===== config.mk =====
export PLATFORM = sky130hd
export DESIGN_NAME = result_capture
export DESIGN_NICKNAME = d
export VERILOG_FILES = /design/src/rtl/capture_pkg.sv /design/src/rtl/capture_fifo.sv /design/src/rtl/result_capture.sv
export SDC_FILE = /design/constraint.sdc
export NUM_CORES = 1
export LEC_CHECK = 0
export CAP_MARGIN = 10
export CORE_UTILIZATION = 29
export CTS_CLUSTER_SIZE = 28
export DETAILED_ROUTE_END_ITERATION = 6
export GPL_ROUTABILITY_DRIVEN = 0
export GPL_TIMING_DRIVEN = 0
export SYNTH_ARGS = -nofsm -noshare
export SYNTH_HDL_FRONTEND = slang
export SYNTH_SLANG_ARGS = --single-unit

===== constraint.sdc =====
create_clock -name clk -period 2.8 [get_ports clk]
set_clock_uncertainty 0.05 [all_clocks]
set_input_delay 0.56 -clock clk [delete_from_list [all_inputs] [get_ports clk]]
set_output_delay 0.56 -clock clk [all_outputs]
set_load 0.05 [all_outputs]

===== src/rtl/capture_pkg.sv =====
// capture_pkg: shared types and default sizing for the result_capture block.
// Contents:
//   state_e  - capture FSM states (WATCH, SETTLE, COMMIT)
//   *_DEF    - default parameter values for the top and FIFO
//   entry_t  - packed FIFO entry {data, ts} at the default widths
package capture_pkg;

    localparam int unsigned DATA_W_DEF        = 5;
    localparam int unsigned SETTLE_CYCLES_DEF = 3;
    localparam int unsigned DEPTH_DEF         = 4;
    localparam int unsigned TS_W_DEF          = 8;
    localparam int unsigned GLITCH_W          = 8;

    typedef enum logic [1:0] {
        WATCH  = 2'd0,
        SETTLE = 2'd1,
        COMMIT = 2'd2
    } state_e;

    typedef struct packed {
        logic [DATA_W_DEF-1:0] data;
        logic [TS_W_DEF-1:0]   ts;
    } entry_t;

endpackage


===== src/rtl/capture_fifo.sv =====
// capture_fifo: first-word-fall-through FIFO holding committed capture entries.
// Ports:
//   clk, rst      - clock, synchronous active-high reset (empties the FIFO)
//   push, wdata   - write request and entry; accepted when not full or when popping
//   pop           - read request; ignored while empty
//   rdata         - head entry, reads 0 while empty
//   full, empty   - occupancy flags
//   count         - occupancy, 0..DEPTH
module capture_fifo #(
    parameter int unsigned DEPTH = 4,
    parameter int unsigned WIDTH = 13
) (
    input  logic                   clk,
    input  logic                   rst,
    input  logic                   push,
    input  logic                   pop,
    input  logic [WIDTH-1:0]       wdata,
    output logic [WIDTH-1:0]       rdata,
    output logic                   full,
    output logic                   empty,
    output logic [$clog2(DEPTH):0] count
);

    localparam int unsigned PTR_W = $clog2(DEPTH);
    localparam int unsigned CNT_W = PTR_W + 1;

    logic [WIDTH-1:0] mem [DEPTH];
    logic [PTR_W-1:0] wptr;
    logic [PTR_W-1:0] rptr;
    logic [CNT_W-1:0] count_q;
    logic             do_push;
    logic             do_pop;

    assign empty   = (count_q == '0);
    assign full    = (count_q == CNT_W'(DEPTH));
    assign do_pop  = pop && !empty;
    // A pop in the same cycle frees the slot the push needs.
    assign do_push = push && (!full || do_pop);

    // Pointers wrap naturally at DEPTH; count tracks occupancy.
    always_ff @(posedge clk) begin
        if (rst) begin
            wptr    <= '0;
            rptr    <= '0;
            count_q <= '0;
        end else begin
            if (do_push) wptr <= wptr + PTR_W'(1);
            if (do_pop)  rptr <= rptr + PTR_W'(1);
            case ({do_push, do_pop})
                2'b10:   count_q <= count_q + CNT_W'(1);
                2'b01:   count_q <= count_q - CNT_W'(1);
                default: count_q <= count_q;
            endcase
        end
    end

    // Storage needs no reset: contents are masked while empty.
    always_ff @(posedge clk) begin
        if (do_push) mem[wptr] <= wdata;
    end

    assign rdata = empty ? '0 : mem[rptr];
    assign count = count_q;

endmodule


===== src/rtl/result_capture.sv =====
// result_capture: registers the asynchronous result bundle, waits for it to be
// stable for SETTLE_CYCLES evaluations, and commits each new stable value with
// a timestamp into a FIFO drained over valid/ready.
// Build option: define CAPTURE_GLITCH_EN to count rejected candidates on
// glitch_cnt (saturating); otherwise glitch_cnt is tied to 0.
// Ports:
//   clk, rst   - clock, synchronous active-high reset
//   i_data     - result bundle {o0,o1,o2[1],o2[0],o3}, asynchronous to clk
//   out_valid  - FIFO head valid
//   out_ready  - consumer accepts the head
//   out_data   - committed value at the head (0 when empty)
//   out_ts     - timestamp of the head (0 when empty)
//   out_count  - FIFO occupancy
//   overflow   - sticky: a commit was dropped because the FIFO was full
//   glitch_cnt - rejected-candidate count
module result_capture
    import capture_pkg::*;
#(
    parameter int unsigned DATA_W        = DATA_W_DEF,
    parameter int unsigned SETTLE_CYCLES = SETTLE_CYCLES_DEF,
    parameter int unsigned DEPTH         = DEPTH_DEF,
    parameter int unsigned TS_W          = TS_W_DEF
) (
    input  logic                   clk,
    input  logic                   rst,
    input  logic [DATA_W-1:0]      i_data,
    output logic                   out_valid,
    input  logic                   out_ready,
    output logic [DATA_W-1:0]      out_data,
    output logic [TS_W-1:0]        out_ts,
    output logic [$clog2(DEPTH):0] out_count,
    output logic                   overflow,
    output logic [GLITCH_W-1:0]    glitch_cnt
);

    localparam int unsigned CNT_W   = $clog2(SETTLE_CYCLES) + 1;
    localparam int unsigned ENTRY_W = DATA_W + TS_W;

    state_e            state_q, state_d;
    logic [DATA_W-1:0] in_q;
    logic [DATA_W-1:0] last_q, last_d;
    logic [DATA_W-1:0] cand_q, cand_d;
    logic [TS_W-1:0]   cand_ts_q, cand_ts_d;
    logic [CNT_W-1:0]  cnt_q, cnt_d;
    logic [TS_W-1:0]   ts_q;
    logic              commit;
    logic              glitch;

    logic              fifo_full;
    logic              fifo_empty;
    logic              pop;
    logic [ENTRY_W-1:0] head;

    // Input sampling register and free-running timestamp.
    always_ff @(posedge clk) begin
        if (rst) begin
            in_q <= '0;
            ts_q <= '0;
        end else begin
            in_q <= i_data;
            ts_q <= ts_q + TS_W'(1);
        end
    end

    // FSM and candidate state registers.
    always_ff @(posedge clk) begin
        if (rst) begin
            state_q   <= WATCH;
            last_q    <= '0;
            cand_q    <= '0;
            cand_ts_q <= '0;
            cnt_q     <= '0;
        end else begin
            state_q   <= state_d;
            last_q    <= last_d;
            cand_q    <= cand_d;
            cand_ts_q <= cand_ts_d;
            cnt_q     <= cnt_d;
        end
    end

    // Next-state: track a candidate until it has matched SETTLE_CYCLES times.
    always_comb begin
        state_d   = state_q;
        last_d    = last_q;
        cand_d    = cand_q;
        cand_ts_d = cand_ts_q;
        cnt_d     = cnt_q;
        commit    = 1'b0;
        glitch    = 1'b0;
        case (state_q)
            WATCH: begin
                if (in_q != last_q) begin
                    state_d   = SETTLE;
                    cand_d    = in_q;
                    cand_ts_d = ts_q;
                    cnt_d     = CNT_W'(1);
                end
            end
            SETTLE: begin
                if (in_q == cand_q) begin
                    if (cnt_q == CNT_W'(SETTLE_CYCLES - 1)) begin
                        state_d = COMMIT;
                    end else begin
                        cnt_d = cnt_q + CNT_W'(1);
                    end
                end else begin
                    glitch = 1'b1;
                    if (in_q == last_q) begin
                        state_d = WATCH;
                    end else begin
                        cand_d    = in_q;
                        cand_ts_d = ts_q;
                        cnt_d     = CNT_W'(1);
                    end
                end
            end
            COMMIT: begin
                // last advances even if the push is dropped, so no re-commit.
                commit  = 1'b1;
                last_d  = cand_q;
                state_d = WATCH;
            end
            default: begin
                state_d = WATCH;
            end
        endcase
    end

    assign out_valid = !fifo_empty;
    assign pop       = out_valid && out_ready;

    capture_fifo #(
        .DEPTH (DEPTH),
        .WIDTH (ENTRY_W)
    ) u_fifo (
        .clk   (clk),
        .rst   (rst),
        .push  (commit),
        .pop   (pop),
        .wdata ({cand_q, cand_ts_q}),
        .rdata (head),
        .full  (fifo_full),
        .empty (fifo_empty),
        .count (out_count)
    );

    assign out_data = head[ENTRY_W-1:TS_W];
    assign out_ts   = head[TS_W-1:0];

    // Sticky drop flag: commit into a full FIFO with no simultaneous pop.
    always_ff @(posedge clk) begin
        if (rst) begin
            overflow <= 1'b0;
        end else if (commit && fifo_full && !pop) begin
            overflow <= 1'b1;
        end
    end

`ifdef CAPTURE_GLITCH_EN
    // Saturating count of rejected candidates.
    always_ff @(posedge clk) begin
        if (rst) begin
            glitch_cnt <= '0;
        end else if (glitch && (glitch_cnt != {GLITCH_W{1'b1}})) begin
            glitch_cnt <= glitch_cnt + GLITCH_W'(1);
        end
    end
`else
    logic unused_glitch;
    assign unused_glitch = glitch;
    assign glitch_cnt    = '0;
`endif

endmodule


==> impl_summary.log, run 1 <==
INFO  metric syn_avg_cell_area = 12.9 µm²
INFO  metric detailroute.wirelength.met3 = 216 µm
INFO  metric tritoncts_clock_tree = yes
INFO  metric htreeDepth = 3
INFO  metric timing_max_transition_violations_final = 0
INFO  metric drc = 0
INFO  metric netlist.area_leader.share = 36.9%
INFO  metric worst_ep_arrival_time = 2040 ps
INFO  metric detail_route.first_pass.iterations = 4
INFO  metric placed_cells = 539
INFO  metric synth_top_cells_by_area = edfxtp_1 (37%), dfxtp_1 (22%), mux4_2 (6.9%)
INFO  metric syn_area = 0.00423 mm²
INFO  metric cts.sink_count = 98
INFO  metric slack_of_the_worst_reg_to_reg_path = 290 ps
INFO  metric filler_cell_count = 1,361
INFO  metric wl_met2 = 3540 µm
INFO  metric ir_worst_vdd = 0.256 mV
INFO  metric worst_r2r_endpoint = u_fifo.count[2]
INFO  metric core_area = 0.0140 mm²
INFO  metric holdCritPathClass = reg -> reg
INFO  metric hold_buffer_count_at_cts = 0
INFO  metric synth_largest_area_cell = edfxtp_1
INFO  metric max-cap-violations = 0
INFO  metric asyncSetResetFlopFracSynth = 0%
INFO  metric synthesis.yosys.warnings = 0
INFO  metric clk_path_buf_depth = 2
INFO  metric first_iter_violations = 118
INFO  metric worst-r2r-cell-count = 9
INFO  metric leakagePower = 0.00177 µW
INFO  metric finish.cell_count_without_fillers = 555
INFO  metric dp.final_hpwl = 5440 µm
INFO  metric clock-root-buffer = clkbuf_16
INFO  metric critical_path_buf_inv_count = 2
INFO  metric initial_core_util = 30.1%
INFO  metric cts-buffers-inserted = 9
INFO  metric placement.io_buffers = 25
INFO  metric critical_path_required = 2190 ps
INFO  metric maxClockFrequency = 0.377 GHz
INFO  metric yosys_register_bits = 98
INFO  metric final.setup.worst_slack = 147 ps
INFO  metric min_path_cells = 2
INFO  metric insertion_delay = 340 ps
INFO  metric top_ports = 34
INFO  metric critPathLaunchType = register
INFO  metric multiInputGateArea = 0.00158 mm²
INFO  metric hp-start = last_q[0]
INFO  metric worstPathMaxFanout = 10
INFO  metric routed-via-count = 2,531
INFO  metric grt_start_max_net_pins = 18
INFO  metric design.die.area = 0.0151 mm²
INFO  metric vias_per_cell = 4.56
INFO  metric ys.flop_type = edfxtp_1
INFO  metric post_synth_inst_count = 327
INFO  metric post_layout_minimum_cycle_time = 2650 ps
INFO  metric outcome = completed
INFO  metric slowest_stage = mux4_2
INFO  metric num_antenna_cells = 0
INFO  metric critical-path-top-delay-family = buffers and inverters
INFO  metric post-route-util = 35.5%
INFO  metric final_layout_size_suffix_gt1_share = 22.4%
INFO  metric layout_commonest_cell = edfxtp_1
INFO  metric grt_overflow = 0
INFO  metric grt_pass1_wl = 12,900 µm
INFO  metric setup_viol_count_final = 0
INFO  metric slowest_delay = 520 ps
INFO  metric finalHoldViolCount = 0
INFO  metric timing.hold.worst_endpoint = last_q[0]
INFO  metric antenna_found_initial = 0
INFO  metric path_clk_slew = 70 ps
INFO  metric chipHeight = 123 µm
INFO  metric synthToLayoutAreaGrowth = 17.7%
INFO  metric post-place-ws = -78.9 ps
INFO  metric maxUsedRoutingLayer = met4
INFO  metric synth_sequential_area_ratio = 58.7%
INFO  metric final.period_utilization = 94.7%
INFO  metric totalWireLength = 7710 µm
INFO  metric power_per_cell_area = 578 mW/mm²
INFO  metric worst_setup_path_end_kind = primary output
INFO  metric ff_latch_area = 0.00248 mm²
INFO  metric first_global_vias = 2,507
INFO  metric yosysUniqueCellTypes = 45
INFO  metric met1Wirelength = 3810 µm
INFO  metric row_count = 43
INFO  metric synth_edf_count = 52
INFO  metric wl_cell = 13.9 µm
INFO  metric final_antenna_net_count = 0
INFO  metric slew_headroom = 53.0%
INFO  metric grt.total_usage = 11.3%
INFO  metric finalNetCount = 386
INFO  metric timing_worst_slew_pin_value = 706 ps
INFO  metric layout.cells.most_common_list = edfxtp_1 (52), dfxtp_1 (44), nor2_1 (23)
INFO  metric die_width = 123 µm
INFO  metric critical_path.reg2reg.startpoint = u_fifo.count[1]
INFO  metric post_cts.repair.setup_buffers = 0
INFO  metric path_class = reg -> out
INFO  metric setup_repair_after_global_routing_missed_its_margin = false
INFO  metric cp_cell_sequence = buf_6 -> mux4_2 -> and2_1 -> dlygate4sd2_1
## Yosys cell counts, drive strengths merged, types with 7 or more instances
cell / count
a21oi: 14
and2: 19
buf: 22
dfxtp: 46
edfxtp: 52
ha: 7
mux4: 13
nand2: 13
nand2b: 9
nand3: 7
nand4b: 11
nor2: 23
nor2b: 9
o21ai: 17
or2b: 8
xnor2: 9
xor2: 11
## logic make-up after synthesis
logic type	after synthesis	share of synthesized area (%)
and+or+nand+nor	113	16.1
DFF	98	58.7
AOI/OAI and AO/OA	40	6.36
buffers and inverters	32	4.73
xor gates and xnor gates	20	4.14
muxes	15	7.39
adders and majority gates	8	2.54
other	1	0.0886
## per-stage QoR
step / hold slack [ps] / total power [µW] / cell area (µm²) / TNS [ps]
3_5_place_dp: 412 / 1730 / 4730 / -1130
4_1_cts: 421 / 2900 / 5010 / 0
3_3_place_gp: 405 / 1730 / 4730 / -598
5_1_grt: 437 / 2980 / 4980 / 0
2_1_floorplan: 376 / 1690 / 4260 / 0
6_report: 419 / 2880 / 4980 / 0
## worst max-delay path by stage
| stage | endpoint | depth (start not counted) |
|---|---|---|
| floorplan | u_fifo.count[2] | 8 |
| global placement | out_data[3] | 4 |
| detailed placement | out_ts[0] | 4 |
| CTS | out_data[1] | 4 |
| global route | out_ts[7] | 4 |
| finish | out_ts[7] | 4 |
## metal layers
metal,up-vias,global-route usage (%)
met2,39,17.9
met3,12,2.14
met4,0,4.95
met1,1228,14.9
li1,1252,-
met5,-,0
## flip-flops by register name (all words and copies together), names as in the netlist, named ones only
register / flops
cand_q: 5
cand_ts_q: 8
cnt_q: 3
in_q: 5
last_q: 5
overflow: 1
state_q: 2
ts_q: 8
u_fifo.count: 3
u_fifo.mem: 52
u_fifo.rptr: 2
u_fifo.wptr: 2
## what timing repair did
item,in CTS,in global routing
endpoints found under the setup margin,14,10
resized for setup,16,17
gates cloned,0,0
## final cells by class
cell class	instances	area share, %
Buffer	26	3.67
Clock buffer	10	4.80
Clock inverter	6	0.980
Inverter	6	0.452
Multi-Input combinational cell	204	31.6
Sequential cell	98	49.9
Tap cell	180	4.52
Timing Repair Buffer	25	4.07
## tightest hold or removal path: cells and delay by family (launching register included)
family          cells  cell delay, ps
compound gates      1              50
flops               1             320
simple gates        1              50
## power breakdown
group | internal [µW] | leakage [µW] | switching (µW)
logic | 62.6 | 0.000774 | 85.1
clock network | 638 | 0.000139 | 545
registers | 1520 | 0.000855 | 25.5
total | 2220 | 0.00177 | 656
No activity file was read; power rests on OpenSTA's default activity.
==> run 2: changes to the inputs <==
--- a/config.mk
+++ b/config.mk
@@ -5,7 +5,7 @@
 export SDC_FILE = /design/constraint.sdc
 export NUM_CORES = 1
 export LEC_CHECK = 0
-export CAP_MARGIN = 10
+export CAP_MARGIN = 20
 export CORE_UTILIZATION = 29
 export CTS_CLUSTER_SIZE = 28
 export DETAILED_ROUTE_END_ITERATION = 6
==> constraint.sdc (replaced) <==
create_clock -name clk -period 3.45 [get_ports clk]
set_clock_uncertainty 0.05 [all_clocks]
set_input_delay 0.69 -clock clk [delete_from_list [all_inputs] [get_ports clk]]
set_output_delay 0.69 -clock clk [all_outputs]
set_load 0.05 [all_outputs]
==> impl_summary.log, run 2 (synthesis results as in run 1) <==
INFO  metric synthToLayoutAreaGrowth = 19.0%
INFO  metric critical_path_required = 2710 ps (+520 ps)
INFO  metric tritoncts_clock_tree = yes
INFO  metric worst_setup_path_end_kind = primary output
INFO  metric layout_commonest_cell = edfxtp_1
INFO  metric core_area = 0.0140 mm² (unchanged)
INFO  metric outcome = completed
INFO  metric chipHeight = 123 µm (unchanged)
INFO  metric max-cap-violations = 0 (unchanged)
INFO  metric layout.cells.most_common_list = edfxtp_1 (52), dfxtp_1 (46), clkdlybuf4s50_1 (25)
INFO  metric routed-via-count = 2,505 (-1.0%)
INFO  metric tns = 0 ps (unchanged)
INFO  metric ir_worst_vdd = 0.215 mV (-16%)
INFO  metric post-route-util = 35.9% (+0.39 points)
INFO  metric final.period_utilization = 96.4%
INFO  metric largest_register_ffs = 52 (unchanged)
INFO  metric htreeDepth = 3 (unchanged)
INFO  metric row_count = 43 (unchanged)
INFO  metric first_global_vias = 2,407 (-4.0%)
INFO  metric grt_pass1_wl = 12,300 µm (-4.1%)
INFO  metric path_class = reg -> out
INFO  metric finalHoldViolCount = 0 (unchanged)
INFO  metric insertion_delay = 340 ps (about the same)
INFO  metric timing_worst_slew_pin_value = 712 ps (+6.44 ps)
INFO  metric worst-r2r-cell-count = 9 (unchanged)
INFO  metric totalWireLength = 7770 µm (+0.74%)
INFO  metric first_iter_violations = 167 (+42%)
INFO  metric antenna_found_initial = 0 (unchanged)
INFO  metric final_antenna_net_count = 0 (unchanged)
INFO  metric placement.io_buffers = 25 (unchanged)
INFO  metric worstPathMaxFanout = 10 (unchanged)
INFO  metric slack_of_the_worst_reg_to_reg_path = 890 ps (+600 ps)
INFO  metric reg_top3 = u_fifo.mem: 52 flops, cand_ts_q: 8 flops, ts_q: 8 flops
INFO  metric setup_viol_count_final = 0 (unchanged)
INFO  metric min_path_cells = 2 (unchanged)
INFO  metric finalNetCount = 386 (unchanged)
INFO  metric timing_max_transition_violations_final = 0 (unchanged)
INFO  metric post_cts.repair.setup_buffers = 0 (unchanged)
INFO  metric regMostFlops = u_fifo.mem
INFO  metric cts-buffers-inserted = 9 (unchanged)
INFO  metric post_layout_minimum_cycle_time = 3320 ps
INFO  metric maxClockFrequency = 0.301 GHz
INFO  metric vias_per_cell = 4.51 (-1.0%)
INFO  metric setup_repair_after_global_routing_missed_its_margin = false
INFO  metric critical_path.reg2reg.startpoint = u_fifo.count[1]
INFO  metric clk_path_buf_depth = 2 (unchanged)
INFO  metric grt.total_usage = 11.1% (-0.20 points)
INFO  metric grt_start_max_net_pins = 18 (unchanged)
INFO  metric design.die.area = 0.0151 mm² (unchanged)
INFO  metric clock-root-buffer = clkbuf_16
INFO  metric initial_core_util = 30.1% (unchanged)
INFO  metric grt_overflow = 0 (unchanged)
INFO  metric leakagePower = 0.00173 µW (-2.4%)
INFO  metric worst_r2r_endpoint = u_fifo.count[2]
INFO  metric cts.sink_count = 98 (unchanged)
INFO  metric cts.repair.resized = 0 (-16)
INFO  metric critPathLaunchType = register
INFO  metric final_layout_size_suffix_gt1_share = 19.5% (-2.9 points)
INFO  metric top_ports = 34 (unchanged)
INFO  metric p_total = 2400 µW (-17%)
INFO  metric die_width = 123 µm (unchanged)
INFO  metric worst_ep_arrival_time = 2580 ps (+540 ps)
INFO  metric timing.hold.worst_endpoint = last_q[3]
INFO  metric slew_headroom = 52.5% (-0.43 points)
INFO  metric wl_cell = 14.0 µm (+0.74%)
INFO  metric path_clk_slew = 70 ps (about the same)
INFO  metric dp.final_hpwl = 5350 µm (-1.6%)
INFO  metric detail_route.first_pass.iterations = 4 (unchanged)
INFO  metric hp-start = last_q[3]
INFO  metric holdCritPathClass = reg -> reg
INFO  metric power_per_cell_area = 476 mW/mm² (-18%)
INFO  metric num_antenna_cells = 0 (unchanged)
INFO  metric drc = 0 (unchanged)
INFO  metric hold_buffer_count_at_cts = 0 (unchanged)
run 2: changes by cell type in the layout (fill, tap and decap cells not counted), sizes merged:
cell,delta
bufinv,+1
clkinv,-2
clkinvlp,+1
dlygate4sd2,-6
clkdlybuf4s50,+14
clkbuf,-8
run 2: area by class of cell:
class	count	area (µm²)
fillers	1347	9010
multi-input cells	204	1580
well taps	180	225
clock inverters	6	73.8
repair buffers	25	250
flip-flops and latches	98	2480
plain buffers	26	178
inverters	6	22.5
clock buffers	10	229
run 2: worst max-delay path by stage:
stage	startpoint	cells after the start	to
floorplan	u_fifo.count[1]	9	u_fifo.count[2]
global placement	register	4	out_ts[0]
detailed placement	register	4	out_ts[0]
CTS	register	4	out_ts[0]
global route	register	4	out_ts[0]
finish	register	4	out_ts[0]
run 2: power by group:
| group | leakage (µW) | total, µW | switching, µW | internal (µW) |
|---|---|---|---|---|
| clock | 0.000142 | 1020 | 449 | 573 |
| combinational | 0.000731 | 120 | 69.5 | 50.9 |
| sequential | 0.000854 | 1260 | 20.4 | 1240 |
run 2: layer usage:
layer / global-route usage [%] / share of wire, %
met1: 14.2 / 47
met2: 17.8 / 47
met3: 2.93 / 4.6
met4: 4.12 / 0.81
met5: 0 / 0
run 2: critical path: stages (launching register included):
cell and delay (ps):
dfxtp_1 420, clkbuf_1 540, mux4_2 400, and2_1 170
clkdlybuf4s50_1 700
run 2: through the flow:
step,hold WS (ps),area [µm²],setup slack [ps],instances
2_1_floorplan,376,4260,632,334
3_3_place_gp,405,4730,437,539
3_5_place_dp,415,4730,439,539
4_1_cts,425,5040,61.5,555
5_1_grt,440,5040,6.66,555
6_report,421,5040,125,555
